<file path="src/rtl/mem_bus_ctrl.sv">
// rtl/mem_bus_ctrl.sv - external 16-bit memory bus sequencer with ls/if arbitration
// Ports:
//   clk, reset                  clock, synchronous active-high reset
//   if_req/if_addr/if_ack/if_instr
//                               fetch port, two words assembled into 32 bits
//   ls_req/ls_we/ls_addr/ls_wdata/ls_ack/ls_err/ls_rdata
//                               load/store port, single 16-bit access
//   inta                        blocks new grants while high
//   address_bus/data_in/data_out/data_oe/rd/wr
//                               external bus toward the tristate wiring
module mem_bus_ctrl #(
  parameter int WAIT_EPROM = 2,
  parameter int WAIT_RAM   = 0
) (
  input  logic        clk,
  input  logic        reset,
  input  logic        if_req,
  input  logic [15:0] if_addr,
  output logic        if_ack,
  output logic [31:0] if_instr,
  input  logic        ls_req,
  input  logic        ls_we,
  input  logic [15:0] ls_addr,
  input  logic [15:0] ls_wdata,
  output logic        ls_ack,
  output logic        ls_err,
  output logic [15:0] ls_rdata,
  input  logic        inta,
  output logic [15:0] address_bus,
  input  logic [15:0] data_in,
  output logic [15:0] data_out,
  output logic        data_oe,
  output logic        rd,
  output logic        wr
);

  typedef enum logic [1:0] {IDLE, SETUP, STROBE, DONE} state_t;

  state_t     state, state_nxt;
  logic       cur_if;      // granted requester is the fetch unit
  logic       cur_we;      // granted access is a write
  logic       word1;       // fetch is on its second word
  logic       fav_if;      // last completed transaction was ls
  logic [7:0] wait_cnt;    // remaining extra strobe cycles

  logic       grant_ls, grant_if;
  logic       last_strobe;
  logic       nxt_wr_ok;   // write that may actually drive the bus (RAM only)
  logic [7:0] wait_load;

  always_comb begin
    state_nxt   = state;
    grant_ls    = ls_req && !(fav_if && if_req);
    grant_if    = if_req && !grant_ls;
    last_strobe = (wait_cnt == 8'd0);
    nxt_wr_ok   = cur_we && !address_bus[15];
    wait_load   = address_bus[15] ? 8'(WAIT_EPROM) : 8'(WAIT_RAM);
    case (state)
      IDLE: begin
        if (!inta && (ls_req || if_req)) begin
          state_nxt = SETUP;
          // Latched fields are not loaded yet, so look at the winner directly.
          nxt_wr_ok = grant_ls && ls_we && !ls_addr[15];
        end
      end
      SETUP:  state_nxt = STROBE;
      STROBE: begin
        if (last_strobe) begin
          state_nxt = (cur_if && !word1) ? SETUP : DONE;
        end
      end
      DONE:   state_nxt = IDLE;
      default: state_nxt = IDLE;
    endcase
  end

  always_ff @(posedge clk) begin
    if (reset) begin
      state       <= IDLE;
      cur_if      <= 1'b0;
      cur_we      <= 1'b0;
      word1       <= 1'b0;
      fav_if      <= 1'b0;
      wait_cnt    <= 8'd0;
      if_ack      <= 1'b0;
      if_instr    <= 32'd0;
      ls_ack      <= 1'b0;
      ls_err      <= 1'b0;
      ls_rdata    <= 16'd0;
      address_bus <= 16'd0;
      data_out    <= 16'd0;
      data_oe     <= 1'b0;
      rd          <= 1'b0;
      wr          <= 1'b0;
    end else begin
      state   <= state_nxt;
      if_ack  <= 1'b0;
      ls_ack  <= 1'b0;
      ls_err  <= 1'b0;
      // Strobes are registered from the next state so they line up with it.
      rd      <= (state_nxt == STROBE) && !cur_we;
      wr      <= (state_nxt == STROBE) && nxt_wr_ok;
      data_oe <= ((state_nxt == SETUP) || (state_nxt == STROBE)) && nxt_wr_ok;
      case (state)
        IDLE: begin
          if (state_nxt == SETUP) begin
            cur_if      <= grant_if;
            cur_we      <= grant_ls && ls_we;
            word1       <= 1'b0;
            address_bus <= grant_if ? if_addr : ls_addr;
            if (grant_ls) data_out <= ls_wdata;
          end
        end
        SETUP: wait_cnt <= wait_load;
        STROBE: begin
          if (!last_strobe) begin
            wait_cnt <= wait_cnt - 8'd1;
          end else begin
            if (!cur_if) begin
              if (!cur_we) ls_rdata <= data_in;
            end else if (!word1) begin
              if_instr[31:16] <= data_in;
              word1           <= 1'b1;
              // Second word stays in the same region; the offset wraps.
              address_bus     <= {address_bus[15], address_bus[14:0] + 15'd1};
            end else begin
              if_instr[15:0] <= data_in;
            end
            if (state_nxt == DONE) begin
              if_ack <= cur_if;
              ls_ack <= !cur_if;
              ls_err <= !cur_if && cur_we && address_bus[15];
              fav_if <= !cur_if;
            end
          end
        end
        default: ;
      endcase
    end
  end

endmodule

</file>
<file path="config.mk">
export PLATFORM = sky130hd
export DESIGN_NAME = mem_bus_ctrl
export DESIGN_NICKNAME = d
export VERILOG_FILES = /design/src/rtl/mem_bus_ctrl.sv
export SDC_FILE = /design/constraint.sdc
export NUM_CORES = 1
export LEC_CHECK = 0
export ABC_AREA = 0
export CAP_MARGIN = 20
export CORE_MARGIN = 2
export CORE_UTILIZATION = 40
export CTS_CLUSTER_DIAMETER = 60
export DETAILED_ROUTE_END_ITERATION = 8
export PLACE_DENSITY = 0.75
export SYNTH_ARGS = -nofsm -noshare
export SYNTH_HDL_FRONTEND = slang
export SYNTH_SLANG_ARGS = --single-unit
</file>
<file path="constraint.sdc">
create_clock -name clk -period 2.8 [get_ports clk]
set_clock_uncertainty 0.2 [all_clocks]
set_input_delay 0.42 -clock clk [delete_from_list [all_inputs] [get_ports clk]]
set_output_delay 0.42 -clock clk [all_outputs]
set_load 0.01 [all_outputs]
</file>
==> results by group <==
Status
  • Outcome: finished clean

Clock network
  • CTS tree: built
  • CTS buffer count: 9
  • Clock sink total: 100
  • Worst skew pair latency: 0.37 ns
  • CTS root buffer: clkbuf_8
  • Clock Tree Buf Depth: 2
  • H-tree levels: 3
  • Clock transition at path regs: 0.11 ns

Setup path
  • R2R setup slack: 0.15 ns
  • R2r worst-path depth: 11
  • Crit Path Max Fanout: 5
  • CP max stage cell: dfxtp_2
  • CP Cell Sequence: inv_2 > ha_1 > nor4b_4 > nand3_1 > a21oi_1 > ha_2 > nor3b_4 > nor2_4 > buf_4 > a211o_1 > a21oi_1
  • Worst flop-to-flop path startpoint: wait_cnt[0]
  • CP Data Arrival Time: 2.76 ns
  • Worst setup SP type: register
  • Worst Setup End Kind: register
  • Most common cell on crit path: a21oi_1
  • R2r endpoint: address_bus[1]
  • Critical path class: reg2reg
  • Slowest stage delay, CP: 0.35 ns
  • Critical path origin: wait_cnt[0]
  • Req. time, crit path: 2.91 ns
  • Critical path capture point: address_bus[1]

Global route
  • Vias in the first global route: 4104
  • Global Route met3 Usage: 5.56%
  • Grt peak-use layer: met2
  • Largest net degree at the start of global routing: 42
  • Grt met1 use: 25.0%
  • First-pass GRT wire length: 19.7 mm
  • Grt met2 use: 36.3%
  • Initial antenna violation count: 0
  • GRT Total Usage: 20.8%
  • GRT overflow: 0

Pwr
  • Leak Pwr: 2.36 nW
  • Worst vdd ir: 269 uV
  • P per Cell Area: 528 nW/um^2

Floorplan
  • Die area: 11900 sq um
  • Die width: 109 microns
  • Core box area: 10800 sq um
  • Height of the die: 109 microns
  • Ports: 156
  • Initial Util: 41.0%
  • Row count: 38

Placed design
  • Port buffer count: 155
  • Final GP Congestion: 0.848
  • Worst Setup Slack post-DPL: -0.0705 ns
  • DP Wirelength: 9.22 mm

Run
  • Max_cap viols: 0

Timing
  • Setup-failing EPs final: 0
  • Fin crit period: 2.65 ns
  • RSZ-0062 raised after global routing: false
  • Max Freq: 378 MHz
  • Fin crit share: 94.6%
  • Worst Tran Pin Value: 0.609 ns
  • Hold_ws: 0.257 ns
  • Max_slew headroom: 59.4%
  • Hold Vio Cnt, Final: 0
  • Slew Viols, Final: 0
  • Setup slack after layout: 0.152 ns

Yosys
  • Synth top area cells: dfxtp_1 45%, mux2i_1 8.4%, nand2_1 7.7%
  • Syn_area_per_cell: 8.52 sq um
  • Top-area cell type share of the netlist area: 45.3%
  • Flops & latches, synth: 100
  • Post-synth EDFFs: 0
  • Post-synthesis sequential area ratio: 45.3%
  • Unique masters post-synth: 51
  • YS warnings: 0
  • Synth async-reset ratio: 0%
  • Main synth FF type: dfxtp_1
  • Syn nets: 595
  • Synthesized netlist cell count: 519
  • Largest area contributor in the netlist: dfxtp_1
  • Synth Cell Area: 4420 sq um

Routing
  • ANT nets after route: 0
  • Via count: 4297
  • Drt drc: 0
  • WL/cell: 15.2 microns
  • Drt initial violations: 214
  • Post-DR vias/cell: 5.20
  • Final WL: 12.6 mm
  • Drt pass-1 iters: 4

Final layout
  • Post-layout nets: 758
  • Total inserted antenna cells: 0
  • Synthesis-to-finish area growth: 45.3%
  • Fraction of layout cells with a size suffix above 1: 10.8%
  • Commonest cells after routing, fill and taps aside: 154 x clkdlybuf4s50_1, 99 x dfxtp_1, 91 x nand2_1
  • Commonest non-fill, non-tap cell in the layout: clkdlybuf4s50_1

Hold path
  • Worst Hold Class: reg2reg
==> kinds of logic after synthesis <==
kind of cell / share of synthesized area, %
XOR/XNOR: 0.396
adder cells (fa/ha/maj): 1.70
AO/OA/AOI/OAI: 13.5
multiplexers: 11.2
AND/OR/NAND/NOR: 23.6
flip-flops: 45.3
buffers and inverters: 4.33
==> critical path: cells and delay by family, from the launching register on <==
family | cells | cell delay, ns
flip-flops | 1 | 0.35
buffers and inverters | 2 | 0.23
AO/OA/AOI/OAI | 3 | 0.60
AND/OR/NAND/NOR | 4 | 0.84
adder cells (fa/ha/maj) | 2 | 0.38
==> flip-flops by register name (all words and copies together) (netlist names) <==
| signal | count |
|---|---|
| if_instr | 32 |
| address_bus | 16 |
| data_out | 16 |
| ls_rdata | 16 |
| wait_cnt | 8 |
| state | 2 |
| cur_if | 1 |
| cur_we | 1 |
| data_oe | 1 |
| fav_if | 1 |
| if_ack | 1 |
| ls_ack | 1 |
| ls_err | 1 |
| rd | 1 |
| word1 | 1 |
| wr | 1 |
==> what timing repair did <==
item / in CTS / in global routing
gates resized for setup: 0 / 12
endpoints found under the setup margin: 0 / 28
hold endpoints to repair: 0 / 0
setup buffers: 0 / 3
hold buffers: 0 / 0
==> layout make-up <==
cell class              instances  area [sq um]
clock buffers                   9           124
multi-input cells             379          2260
fillers                       969          4370
flip-flops and latches        100          2000
clock inverters                 7          60.1
repair buffers                183          1770
inverters                       9          33.8
well taps                     140           175
==> routing by layer <==
metal / vias to the layer above / wire length, microns / share of wire (%)
met1: 2033 / 5360 / 43
met2: 119 / 6210 / 49
met5: - / 0 / 0
met4: 0 / 157 / 1.2
li1: 2130 / - / -
met3: 15 / 875 / 6.9
==> worst min-delay path by stage <==
| stage | from | end | slack, ns | cells past startpoint |
|---|---|---|---|---|
| CTS | if_instr[17] | if_instr[17] | 0.26 | 2 |
| finish | if_instr[17] | if_instr[17] | 0.26 | 2 |
| global route | if_instr[17] | if_instr[17] | 0.28 | 2 |
| floorplan | cur_we | rd | 0.23 | 1 |
| detailed placement | if_instr[17] | if_instr[17] | 0.24 | 2 |
| global placement | if_instr[26] | if_instr[26] | 0.24 | 2 |
==> power by group <==
part | switching [mW] | internal (mW) | total [mW]
registers | 0.0908 | 1.51 | 1.60
logic | 0.435 | 0.473 | 0.908
clock network | 0.544 | 0.339 | 0.883
total | 1.07 | 2.32 | 3.39
==> synth_stat cells, types with 2 or more instances <==
cell type and number:
o31ai_1 5, and3_1 3, nand4_1 6, ha_1 6, nor3b_1 3, a31oi_1 5, a32oi_1 2, a21oi_1 63
or3_1 7, nor2_2 2, nand2_1 91, nor4b_1 2, buf_2 5, xor2_1 2, dfxtp_1 100, a211oi_1 2
nor2_1 54, nor3_1 10, clkbuf_1 22, and4_1 2, o21a_1 2, a21o_1 2, nor4_1 4, o21ai_0 11
inv_1 9, o211ai_1 5, nand2b_1 6, buf_6 2, nand3_1 13, nor2b_1 4, mux2_2 11, mux2i_1 37
o32ai_1 3
==> through the flow <==
| stage | TNS (ns) | utilization [%] | cell area [sq um] | instances | power (mW) |
|---|---|---|---|---|---|
| global placement | 0 | 57.4 | 6200 | 808 | 2.47 |
| floorplan | 0 | - | 4430 | 519 | 2.09 |
| CTS | 0 | 59.1 | 6380 | 824 | 3.37 |
| detailed placement | -0.829 | 57.4 | 6200 | 808 | 2.50 |
| global route | 0 | 59.5 | 6420 | 827 | 3.56 |
| finish | 0 | 59.5 | 6420 | 827 | 3.39 |
No activity file was read; power rests on OpenSTA's default activity.
